`src/rtl/ddr_wr_pkg.sv`:
```
// Shared definitions for the DDR write-path arbiter: FIFO widths, beat count,
// grant index type and arbiter state encoding.
package ddr_wr_pkg;

    localparam int DDR_AW          = 31;
    localparam int DDR_DW          = 128;
    localparam int DDR_MW          = DDR_DW / 8;
    localparam int BEATS_PER_WRITE = 2;
    localparam int BEAT_W          = 1;
    localparam int ID_W            = 2;

    typedef enum logic {
        ST_IDLE  = 1'b0,
        ST_GRANT = 1'b1
    } arb_state_e;

    typedef logic [ID_W-1:0] req_id_t;

endpackage

```
`src/rtl/ddr_wr_arbiter_rr_arbiter.sv`:
```
// Combinational round-robin picker: first requester at or after ptr, searching
// upward with wrap. Kept generic so the read-side arbiter can reuse it.
module rr_arbiter
    import ddr_wr_pkg::*;
#(
    parameter int N = 2
) (
    input  logic [N-1:0] req,
    input  req_id_t      ptr,
    output req_id_t      gnt_id,
    output logic         gnt_valid
);

    // Distance k from the pointer sets priority; the first hit wins.
    always_comb begin
        gnt_id    = '0;
        gnt_valid = 1'b0;
        for (int k = 0; k < N; k++) begin
            for (int i = 0; i < N; i++) begin
                if (!gnt_valid && req[i] && (((i - int'(ptr)) + N) % N) == k) begin
                    gnt_valid = 1'b1;
                    gnt_id    = req_id_t'(i);
                end
            end
        end
    end

endmodule

```
`src/rtl/ddr_wr_arbiter.sv`:
```
// Shares the DDR address/write-data FIFO pair among NREQ engines, one 2-beat
// write at a time. Losing engines see both FIFOs full and stall on their own.
module ddr_wr_arbiter
    import ddr_wr_pkg::*;
#(
    parameter int NREQ = 2,
    parameter int AW   = DDR_AW,
    parameter int DW   = DDR_DW,
    parameter int MW   = DDR_MW
) (
    input  logic               clk,
    input  logic               rst,
    input  logic [NREQ-1:0]    req_af_wr_en,
    input  logic [NREQ*AW-1:0] req_af_addr,
    input  logic [NREQ-1:0]    req_wdf_wr_en,
    input  logic [NREQ*DW-1:0] req_wdf_din,
    input  logic [NREQ*MW-1:0] req_wdf_mask,
    output logic [NREQ-1:0]    req_af_full,
    output logic [NREQ-1:0]    req_wdf_full,
    input  logic               af_full,
    input  logic               wdf_full,
    output logic [AW-1:0]      af_addr_din,
    output logic               af_wr_en,
    output logic [DW-1:0]      wdf_din,
    output logic [MW-1:0]      wdf_mask_din,
    output logic               wdf_wr_en,
    output logic               busy,
    output logic [ID_W-1:0]    grant_id
);

    localparam logic [BEAT_W-1:0] LAST_BEAT = BEAT_W'(BEATS_PER_WRITE - 1);
    localparam req_id_t           LAST_ID   = req_id_t'(NREQ - 1);

    arb_state_e        state, state_nxt;
    req_id_t           gnt_q, gnt_nxt;
    req_id_t           rr_ptr, rr_ptr_nxt;
    logic [BEAT_W-1:0] beat, beat_nxt;
    req_id_t           arb_id;
    logic              arb_valid;
    logic              sel_af_req, sel_wdf_req;

    rr_arbiter #(.N(NREQ)) u_rr (
        .req       (req_af_wr_en),
        .ptr       (rr_ptr),
        .gnt_id    (arb_id),
        .gnt_valid (arb_valid)
    );

    // NOTE: state registers use non-blocking assignments so every flop samples
    // the pre-edge value of its neighbours.
    always_ff @(posedge clk) begin
        if (rst) begin
            state  <= ST_IDLE;
            gnt_q  <= '0;
            rr_ptr <= '0;
            beat   <= '0;
        end else begin
            state  <= state_nxt;
            gnt_q  <= gnt_nxt;
            rr_ptr <= rr_ptr_nxt;
            beat   <= beat_nxt;
        end
    end

    // NOTE: every combinational output gets a default first, so no path leaves
    // a signal unassigned and no latch is inferred.
    always_comb begin
        state_nxt  = state;
        gnt_nxt    = gnt_q;
        rr_ptr_nxt = rr_ptr;
        beat_nxt   = beat;
        case (state)
            ST_IDLE: begin
                if (arb_valid) begin
                    state_nxt = ST_GRANT;
                    gnt_nxt   = arb_id;
                    beat_nxt  = '0;
                end
            end
            ST_GRANT: begin
                if (wdf_wr_en) begin
                    if (beat == LAST_BEAT) begin
                        state_nxt  = ST_IDLE;
                        beat_nxt   = '0;
                        rr_ptr_nxt = (gnt_q == LAST_ID) ? '0 : gnt_q + 1'b1;
                    end else begin
                        beat_nxt = beat + 1'b1;
                    end
                end
            end
            default: state_nxt = ST_IDLE;
        endcase
    end

    // Reset forces the idle view even while the grant flop still holds GRANT.
    always_comb begin
        req_af_full  = '1;
        req_wdf_full = '1;
        af_addr_din  = '0;
        wdf_din      = '0;
        wdf_mask_din = '1;
        sel_af_req   = 1'b0;
        sel_wdf_req  = 1'b0;
        if (state == ST_GRANT && !rst) begin
            for (int i = 0; i < NREQ; i++) begin
                if (gnt_q == req_id_t'(i)) begin
                    req_af_full[i]  = af_full;
                    req_wdf_full[i] = wdf_full;
                    af_addr_din     = req_af_addr[i*AW +: AW];
                    wdf_din         = req_wdf_din[i*DW +: DW];
                    wdf_mask_din    = req_wdf_mask[i*MW +: MW];
                    sel_af_req      = req_af_wr_en[i];
                    sel_wdf_req     = req_wdf_wr_en[i];
                end
            end
        end
        wdf_wr_en = sel_wdf_req & ~wdf_full & ~af_full;
        af_wr_en  = wdf_wr_en & (beat == '0) & sel_af_req;
    end

    assign busy     = (state == ST_GRANT);
    assign grant_id = gnt_q;

endmodule

```
`config.mk`:
```
export PLATFORM = sky130hd
export DESIGN_NAME = ddr_wr_arbiter
export DESIGN_NICKNAME = d
export VERILOG_FILES = /design/src/rtl/ddr_wr_pkg.sv /design/src/rtl/ddr_wr_arbiter_rr_arbiter.sv /design/src/rtl/ddr_wr_arbiter.sv
export SDC_FILE = /design/constraint.sdc
export NUM_CORES = 1
export LEC_CHECK = 0
export BUFFER_PORTS_ARGS = -buffer_cell sky130_fd_sc_hd__clkbuf_2
export CORE_AREA = 2 2 212 214
export CTS_BUF_LIST = sky130_fd_sc_hd__clkbuf_16
export DETAILED_ROUTE_END_ITERATION = 16
export DIE_AREA = 0 0 214 216
export HOLD_SLACK_MARGIN = 0.1
export PLACE_DENSITY = 0.33
export SYNTH_ARGS = -nofsm -noshare
export SYNTH_HDL_FRONTEND = slang
export SYNTH_SLANG_ARGS = --single-unit
export TNS_END_PERCENT = 50
```
`constraint.sdc`:
```
create_clock -name clk -period 1.3 [get_ports clk]
set_input_delay 0.13 -clock clk [delete_from_list [all_inputs] [get_ports clk]]
set_output_delay 0.13 -clock clk [all_outputs]
set_load 0.02 [all_outputs]
```
Word-level counts from Yosys, hierarchy flattened --
Cells that the tools add are included.
Storage, ports and cells: word-level logic and storage cells 80, input bits 358, bits in registers 6, output and inout port bits 184
Cells by class: reductions and logical operators 18, add/subtract/negate cells 6, equality and inequality tests 5, mux-type cells 37, bitwise logic cells 10
Operators with widths (count):
- 128-bit two-way mux | 3
- 31-bit two-way mux | 3
- 32-bit by 3-bit adder with 32-bit output (second input constant) | 2
- 32-bit logical NOT | 2
- 16-bit two-way mux | 3
- 1-bit two-way mux | 23
- 1-bit logical AND | 8
- 1-bit bitwise AND | 6
- 2-bit two-way mux | 3
- 1-bit by 2-bit subtractor with 3-bit output (first input constant) | 2
- 2-bit equality test (second input constant) | 2
- 1-bit logical NOT | 4
- 2-bit != test (second input constant) | 2
- 1-bit NOT | 4
- 1-bit one-hot mux with 2 select lines | 2
- 2-bit AND reduction | 2
- 3-bit AND reduction | 1
- 2-bit by 1-bit adder with 2-bit output (second input constant) | 1
- 2-bit by 1-bit equality test with 1-bit output (second input constant) | 1
- 2-bit logical NOT | 1
- 1-bit adder (second input constant) | 1

Depth between registers and ports, before layout --
Gate-level depths: netlist of the first run.
depth after elaboration 20, depth in mapped cells 5, depth with buffers taken out 3

By module --
A second synthesis of the first run with hierarchy kept.
Unflattened totals: cells, all modules 256, area total of the unflattened synthesis 2192.1 sq um
Modules (own cells, without submodules):
- ddr_wr_arbiter | instances 1, area each 2158.3 sq um, seq. area each 120.1 sq um, cells each 250
- rr_arbiter | instances 1, area each 33.8 sq um, seq. area each 0.0 sq um, cells each 6

Worst setup path before layout of the first run --
OpenSTA, ideal clock, no wires.
path type reg2out, start register state, in the netlist busy, end output port af_wr_en, setup slack -0.510 ns, data arrival time 1.680 ns, required time 1.170 ns, stages on the path, launching flop included 4, buffers on the path 0, cell sequence dfxtp_1 -> nor4b_2 -> and2_1 -> nor3b_1
Between the ends: longest elaborated chain between the ends 6, elaborated cells between the ends (all ways) 7, those cells by class 2 x mux; 4 x bitwise; 1 x reduce/logical
Ends and longest elaborated chain:
- from (decl) | RTL line ddr_wr_arbiter.sv:34 | arb_state_e state, state_nxt;
- from (signal assigned) | RTL line ddr_wr_arbiter.sv:58 | state <= state_nxt;
- 1-bit logical AND | RTL line ddr_wr_arbiter.sv:104 | if (state == ST_GRANT && !rst) begin
- 1-bit two-way mux | RTL line ddr_wr_arbiter.sv:104
- 1-bit bitwise AND (2 in a row) | RTL line ddr_wr_arbiter.sv:117 | wdf_wr_en = sel_wdf_req & ~wdf_full & ~af_full;
- via wdf_wr_en | RTL line ddr_wr_arbiter.sv:26 | output logic wdf_wr_en,
- 1-bit bitwise AND (2 in a row) | RTL line ddr_wr_arbiter.sv:118 | af_wr_en = wdf_wr_en & (beat == '0) & sel_af_req;
- to (decl) | RTL line ddr_wr_arbiter.sv:23 | output logic af_wr_en,
The timed path passes the listed nets, and every way through them passes these cells.

Worst setup path in the final report of the first run --
start register gnt_q[0], in the netlist grant_id[0], end output port wdf_din[0]
Between the ends: longest elaborated chain between the ends 4, elaborated cells between the ends (all ways) 5, those cells by class 1 x eq/ne; 3 x mux; 1 x reduce/logical
Ends and longest elaborated chain:
- from (decl) | RTL line ddr_wr_arbiter.sv:35 | req_id_t gnt_q, gnt_nxt;
- from (signal assigned) | RTL line ddr_wr_arbiter.sv:59 | gnt_q <= gnt_nxt;
- 2-bit logical NOT | RTL line ddr_wr_arbiter.sv:106 | if (gnt_q == req_id_t'(i)) begin
- 128-bit two-way mux | RTL line ddr_wr_arbiter.sv:106
- 128-bit two-way mux * | RTL line ddr_wr_arbiter.sv:106
- 128-bit two-way mux * | RTL line ddr_wr_arbiter.sv:104
- to (decl) | RTL line ddr_wr_arbiter.sv:24 | output logic [DW-1:0] wdf_din,
Mark *: on every way between the ends. The rest lies on a longest branch, timed or not.

==> flow_summary.json, run 1 <==
{
  "vdd_drop_max_mv": 0.3170,
  "die_w_um": 214,
  "die_area_um2": 46220,
  "ff_latch_area_um2": 87.58,
  "reg2reg_depth": 5,
  "drc": 0,
  "maxSlewViolCount": 0,
  "start_util_pct": 6.728,
  "area_growth_pct": 186.4,
  "syn_nets": 780,
  "dr_wl_met2_um": 13510,
  "clk_path_buf_depth": 2,
  "power_density_nw_per_um2": 411.7,
  "fin_crit_sh_pct": 134.5,
  "clock-sinks": 4,
  "syn_inst": 422,
  "tns_ns": -62.05,
  "criticalPathCategory": "flop to output pin",
  "nFillCells": 4947,
  "final_critical_path_setup_slack_ns": -0.4482,
  "wl_met3_um": 1921,
  "viasPerCell": 3.351,
  "yosysSeqAreaShare_pct": 2.715,
  "grt_util_all_layers_pct": 9.672,
  "grt_pass1_wl_um": 33940,
  "status": "finished with violations",
  "cpMostUsedCell": "buf_12",
  "slowest_delay_ns": 0.44,
  "slowest_stage": "dfxtp_4",
  "hp-class": "input pin to flop",
  "clk_latency_ns": 0.23,
  "pin_count": 542,
  "critPathTopFamily": "buffers and inverters",
  "failed_checks": "setup timing",
  "start_kind": "flop",
  "setup-violations-final": 184,
  "maxUsedRoutingLayer": "met5",
  "p_total_w": 0.003478,
  "ys_ff_latch": 4,
  "skew_ns": 0.002072,
  "overflow": 0,
  "finalHoldViolCount": 0,
  "synthesis.area_um2": 2949,
  "timing.hold.ws_ns": 0.2082,
  "timing.critical_path.buf_inv": 4,
  "wl_per_cell_um": 15.87,
  "hold_end": "grant_id[0]$_SDFFE_PP0P_",
  "hold_depth": 3,
  "final_antenna_net_count": 0,
  "first_iter_violations": 82,
  "antenna_found_initial": 6,
  "yosys_warnings": 0,
  "htree_num_levels": 1,
  "first_global_vias": 5515,
  "synth.area.top_cells": "mux2i_1 60%, nor2_1 21%, buf_2 4.8%",
  "period_minus_slack_ns": 1.748,
  "synth.avg_cell_area_um2": 6.988,
  "port_buffers": 540,
  "rsz0062_at_grt": "yes",
  "worstPathCellList": "buf_12 -> buf_12 -> buf_12 -> mux2i_1 -> nor2_2 -> clkbuf_2",
  "r2r_setup_slack_ns": -0.11,
  "multi_input_area_um2": 3548,
  "wl_met1_um": 9555,
  "cp.required_ns": 1.17,
  "leakagePower_nw": 3.894,
  "critPathCaptureType": "output pin",
  "hold_buffers": 0,
  "core_um2": 43840,
  "cts_root_buf": "clkbuf_16",
  "wl_um": 25320,
  "grt_max_degree": 36,
  "crit-reg2reg-launch": "grant_id[0]$_SDFFE_PP0P_",
  "rows": 77,
  "nNetsFinal": 1358,
  "synth_top_area_share_pct": 59.74,
  "cts_made_buffers": 3,
  "drv_cap": 0,
  "clock.fmax_mhz": 572.0,
  "cts_tree": "yes",
  "critPathMaxFanout": 10,
  "num_vias": 5348,
  "hpwl_um": 21640,
  "min_from": "req_af_wr_en[1]",
  "synth_cell_types": 25,
  "routabilityCongestion": 0.9029,
  "drive_above_1_share_pct": 79.88,
  "synth_top_area_cell": "mux2i_1",
  "cts.clk_slew.worst_paths_ns": 0.03,
  "r2r-end": "rr_ptr[0]$_SDFFE_PP0P_",
  "worstPathArrival_ns": 1.62,
  "firstDrtPassIters": 4,
  "die_h_um": 216
}
[Yosys cell counts]
cell	n
a2111oi_4	1
a211oi_1	1
a21oi_1	2
a31oi_1	1
and2_1	1
and3_4	1
buf_2	28
buf_4	3
buf_6	9
clkbuf_1	1
conb_1	1
dfxtp_1	4
inv_1	2
mux2_4	1
mux2i_1	176
nand2_1	18
nand2b_1	1
nor2_1	163
nor3_1	1
nor3b_1	1
nor4b_2	1
o211ai_1	1
o21ai_0	1
or2_2	1
or3_1	2
[worst register-to-register path, delay by kind of cell, from the launching register on]
| family | cells | cell delay, ns |
|---|---|---|
| AOI/OAI and AO/OA | 2 | 0.25 |
| buffers and inverters | 2 | 0.29 |
| muxes | 1 | 0.31 |
| DFF | 1 | 0.44 |
[flip-flops by register name, summed over array words and instances (netlist names)]
name / cells
beat: 1
busy: 1
grant_id: 1
rr_ptr: 1
[layer usage]
metal / vias to the layer above / track usage [%]
li1: 2591 / -
met1: 2392 / 10.75
met2: 344 / 18.47
met3: 19 / 2.086
met4: 2 / 2.471
met5: - / 0
[how the worst max path moves through the flow]
stage,startpoint,end,slack (ns),depth (start not counted)
6_report,grant_id[0]$_SDFFE_PP0P_,wdf_din[0],-0.45,6
4_1_cts,grant_id[0]$_SDFFE_PP0P_,wdf_din[36],-0.46,5
5_1_grt,grant_id[0]$_SDFFE_PP0P_,wdf_din[0],-0.51,6
3_3_place_gp,grant_id[0]$_SDFFE_PP0P_,wdf_din[74],-0.49,5
2_1_floorplan,grant_id[0]$_SDFFE_PP0P_,wdf_din[100],-0.16,5
3_5_place_dp,grant_id[0]$_SDFFE_PP0P_,wdf_din[74],-0.47,5
[final cells by class]
cell class,count,area share (%)
Antenna cell,5,0.1481
Clock buffer,3,0.8888
Clock inverter,1,0.04444
Multi-Input combinational cell,375,42.01
Sequential cell,4,1.037
Timing Repair Buffer,614,47.02
Tap cell,592,8.769
Inverter,2,0.08888
[per-stage QoR]
stage / util, % / cells / setup slack, ns / area (um^2)
floorplan: - / 422 / -0.1642 / 3233
global route: 19.26 / 1595 / -0.5103 / 8444
global placement: 15.77 / 1567 / -0.4900 / 6913
finish: 19.27 / 1596 / -0.4482 / 8447
detailed placement: 15.77 / 1567 / -0.4667 / 6913
CTS: 16.93 / 1575 / -0.4582 / 7422
[cell families after synthesis]
logic type | count (synthesis) | synth area share (%)
compound gates | 7 | 2.164
flops | 4 | 2.715
simple gates | 190 | 25.41
other cells | 1 | 0.1272
mux | 177 | 60.25
buf+inv | 43 | 9.334
[what timing repair did]
item,in CTS,in global routing
setup buffers,1,13
pin swaps,2,10
endpoints found under the hold margin,0,0
gates cloned,3,5
resized for setup,74,267
endpoints found under the setup margin,182,183
[cells in the final DEF (no fill, tap or decap), types with 3 or more instances in the layout]
master,n
buf_4,46
clkbuf_4,3
mux2i_1,100
clkbuf_2,452
nor2_1,73
mux2i_4,45
buf_6,52
buf_12,14
buf_16,5
clkbuf_16,7
inv_1,3
diode_2,5
nand2_1,17
nor2_2,90
mux2i_2,31
buf_2,33
buf_8,3
[power breakdown]
part | switching (W) | internal, W
logic | 0.00142 | 0.00142
registers | 0.0000122 | 0.000127
clock network | 0.0000994 | 0.000398
No activity file was read; power rests on OpenSTA's default activity.
==> inputs of run 2 (changes only) <==
ABC_AREA = 1   (was default)
CORE_AREA = 2 2 211 213   (was 2 2 212 214)
DIE_AREA = 0 0 213 215   (was 0 0 214 216)
==> flow_summary.json, run 2 <==
{
  "drc": 0,
  "area_growth_pct": 230.8,
  "grt_max_degree": 29,
  "finalHoldViolCount": 0,
  "synth-simple-area-share_pct": 53.60,
  "num_vias": 6617,
  "syn_nets": 987,
  "pre_cts_ws_ns": -0.1691,
  "wl_um": 29440,
  "slowest_delay_ns": 0.46,
  "drv_cap": 0,
  "die_w_um": 213,
  "cp.required_ns": 1.17,
  "final_cell_mix": "412 x clkbuf_2, 282 x nand2_1, 115 x a21oi_2",
  "fin_cells": 1805,
  "async_flop_share_pct": 0,
  "stdcell_area_um2": 9313,
  "yosysMostFrequentCell": "nand2_1",
  "synth_top_family_by_area": "simple AND/OR/NAND/NOR gates",
  "clock.fmax_mhz": 611.7,
  "setup-violations-final": 185,
  "cts_made_buffers": 3,
  "final_common_cell": "clkbuf_2",
  "period_minus_slack_ns": 1.635,
  "grt_util_all_layers_pct": 11.00,
  "first_iter_violations": 176,
  "die_area_um2": 45800,
  "htree_num_levels": 1,
  "fin_crit_sh_pct": 125.8,
  "tns_ns": -47.86,
  "clk_latency_ns": 0.23,
  "synth_commonest_cells": "366 x nand2_1, 161 x a21oi_1, 40 x buf_2, 22 x nand3_1, 10 x buf_6",
  "core_um2": 43640,
  "final_critical_path_setup_slack_ns": -0.3349,
  "vdd_drop_max_mv": 0.3275,
  "port_buffers": 540,
  "syn_inst": 629,
  "clock-sinks": 4,
  "failed_checks": "setup timing",
  "synth_mux_area_share_pct": 0,
  "worstPathCellList": "buf_12 -> buf_12 -> buf_16 -> nand2_2 -> a21oi_2 -> clkbuf_8",
  "maxSlewViolCount": 0,
  "synthesis.area_um2": 2815,
  "firstDrtPassIters": 4,
  "critPathCaptureType": "output pin",
  "critPathMaxFanout": 6,
  "start_util_pct": 6.451,
  "final_antenna_net_count": 0,
  "overflow": 0,
  "synth_xor_area_share_pct": 0,
  "rsz0062_at_grt": "yes",
  "cts_tree": "yes",
  "viasPerCell": 3.666,
  "slowest_stage": "dfxtp_4",
  "die_h_um": 215,
  "leakagePower_nw": 4.728,
  "ys.flop_type": "dfxtp_1",
  "synth_top_area_share_pct": 48.80,
  "power_density_nw_per_um2": 404.0,
  "synth.area.top_cells": "nand2_1 49%, a21oi_1 29%, buf_2 7.1%",
  "rows": 77,
  "drive_above_1_share_pct": 71.29,
  "synth_compound_area_share_pct": 28.89,
  "dp.cells": 1757,
  "ys_ff_latch": 4,
  "start_kind": "flop",
  "grt_pass1_wl_um": 37670,
  "pin_count": 542,
  "hpwl_um": 19700,
  "synth_cell_types": 16,
  "placedInstanceArea_um2": 6874,
  "cpMostUsedCell": "buf_12",
  "synth_adder_area_share_pct": 0,
  "nNetsFinal": 1571,
  "hp-class": "input pin to flop",
  "synth-edff-count": 0,
  "yosysSeqAreaShare_pct": 2.844,
  "routabilityCongestion": 0.8810,
  "worstPathArrival_ns": 1.50,
  "antenna_found_initial": 1,
  "synth_top_area_cell": "nand2_1",
  "status": "finished with violations",
  "cts_root_buf": "clkbuf_16",
  "criticalPathCategory": "flop to output pin",
  "final_util_pct": 21.34,
  "synth.avg_cell_area_um2": 4.476,
  "first_global_vias": 6464,
  "skew_ns": 0.0006889,
  "clk_path_buf_depth": 2,
  "cts.clk_slew.worst_paths_ns": 0.03,
  "yosys_warnings": 0,
  "wl_per_cell_um": 16.31
}
[run 2: layer usage]
metal	part of all wire (%)	up-vias	global-route usage, %
li1	-	3189	-
met1	39	2998	12.35
met2	49	384	19.74
met3	8.0	46	2.236
met4	4.0	0	5.035
met5	0	-	0
[run 2: logic make-up (layout without fill, tap and decap cells)]
logic type,Yosys count,count (layout)
AOI/OAI and AO/OA,162,162
buffers and inverters,68,651
DFF,4,4
other,1,2
and+or+nand+nor,394,394
[run 2: worst max-delay path, delay by kind of cell, from the launching register on]
kind / cells / cell delay (ns)
flops: 1 / 0.46
simple gates: 1 / 0.06
buf+inv: 4 / 0.60
compound gates: 1 / 0.13
[run 2: timing repair]
action,CTS,global route
endpoints found under the hold margin,1,0
setup endpoints to repair,185,185
hold buffers,1,0
gates cloned,17,9
pin swaps,33,40
buffers inserted,13,7
gates resized for setup,218,280
[run 2: final timing paths]
path,end,start,depth (start not counted),slack (ns)
max,wdf_din[84],grant_id[0]$_SDFFE_PP0P_,6,-0.33
min,grant_id[0]$_SDFFE_PP0P_,req_af_wr_en[1],3,0.20
max reg2reg,beat$_SDFFE_PP0P_,grant_id[0]$_SDFFE_PP0P_,8,-0.07
min reg2reg,beat$_SDFFE_PP0P_,beat$_SDFFE_PP0P_,2,0.50
[run 2: per-stage QoR]
| stage | power (W) | hold WS (ns) |
|---|---|---|
| floorplan | 0.001229 | 0.1917 |
| global placement | 0.002391 | 0.3078 |
| detailed placement | 0.002377 | 0.3030 |
| CTS | 0.003466 | 0.2074 |
| global route | 0.004012 | 0.2451 |
| finish | 0.003762 | 0.2000 |
[run 2: layout make-up]
type	count	area, um^2
Antenna cell	1	2.502
Clock buffer	3	75.07
Clock inverter	1	3.754
Fill cell	4940	34330
Inverter	9	50.05
Multi-Input combinational cell	557	3362
Sequential cell	4	87.58
Tap cell	592	740.7
Timing Repair Buffer	638	4991
[run 2: where the power goes]
group	internal, W	leakage [nW]	switching [W]
registers	0.000127	0.0339	0.0000137
logic	0.00149	4.65	0.00162
clock network	0.000399	0.0423	0.000105
total	0.00202	4.73	0.00174
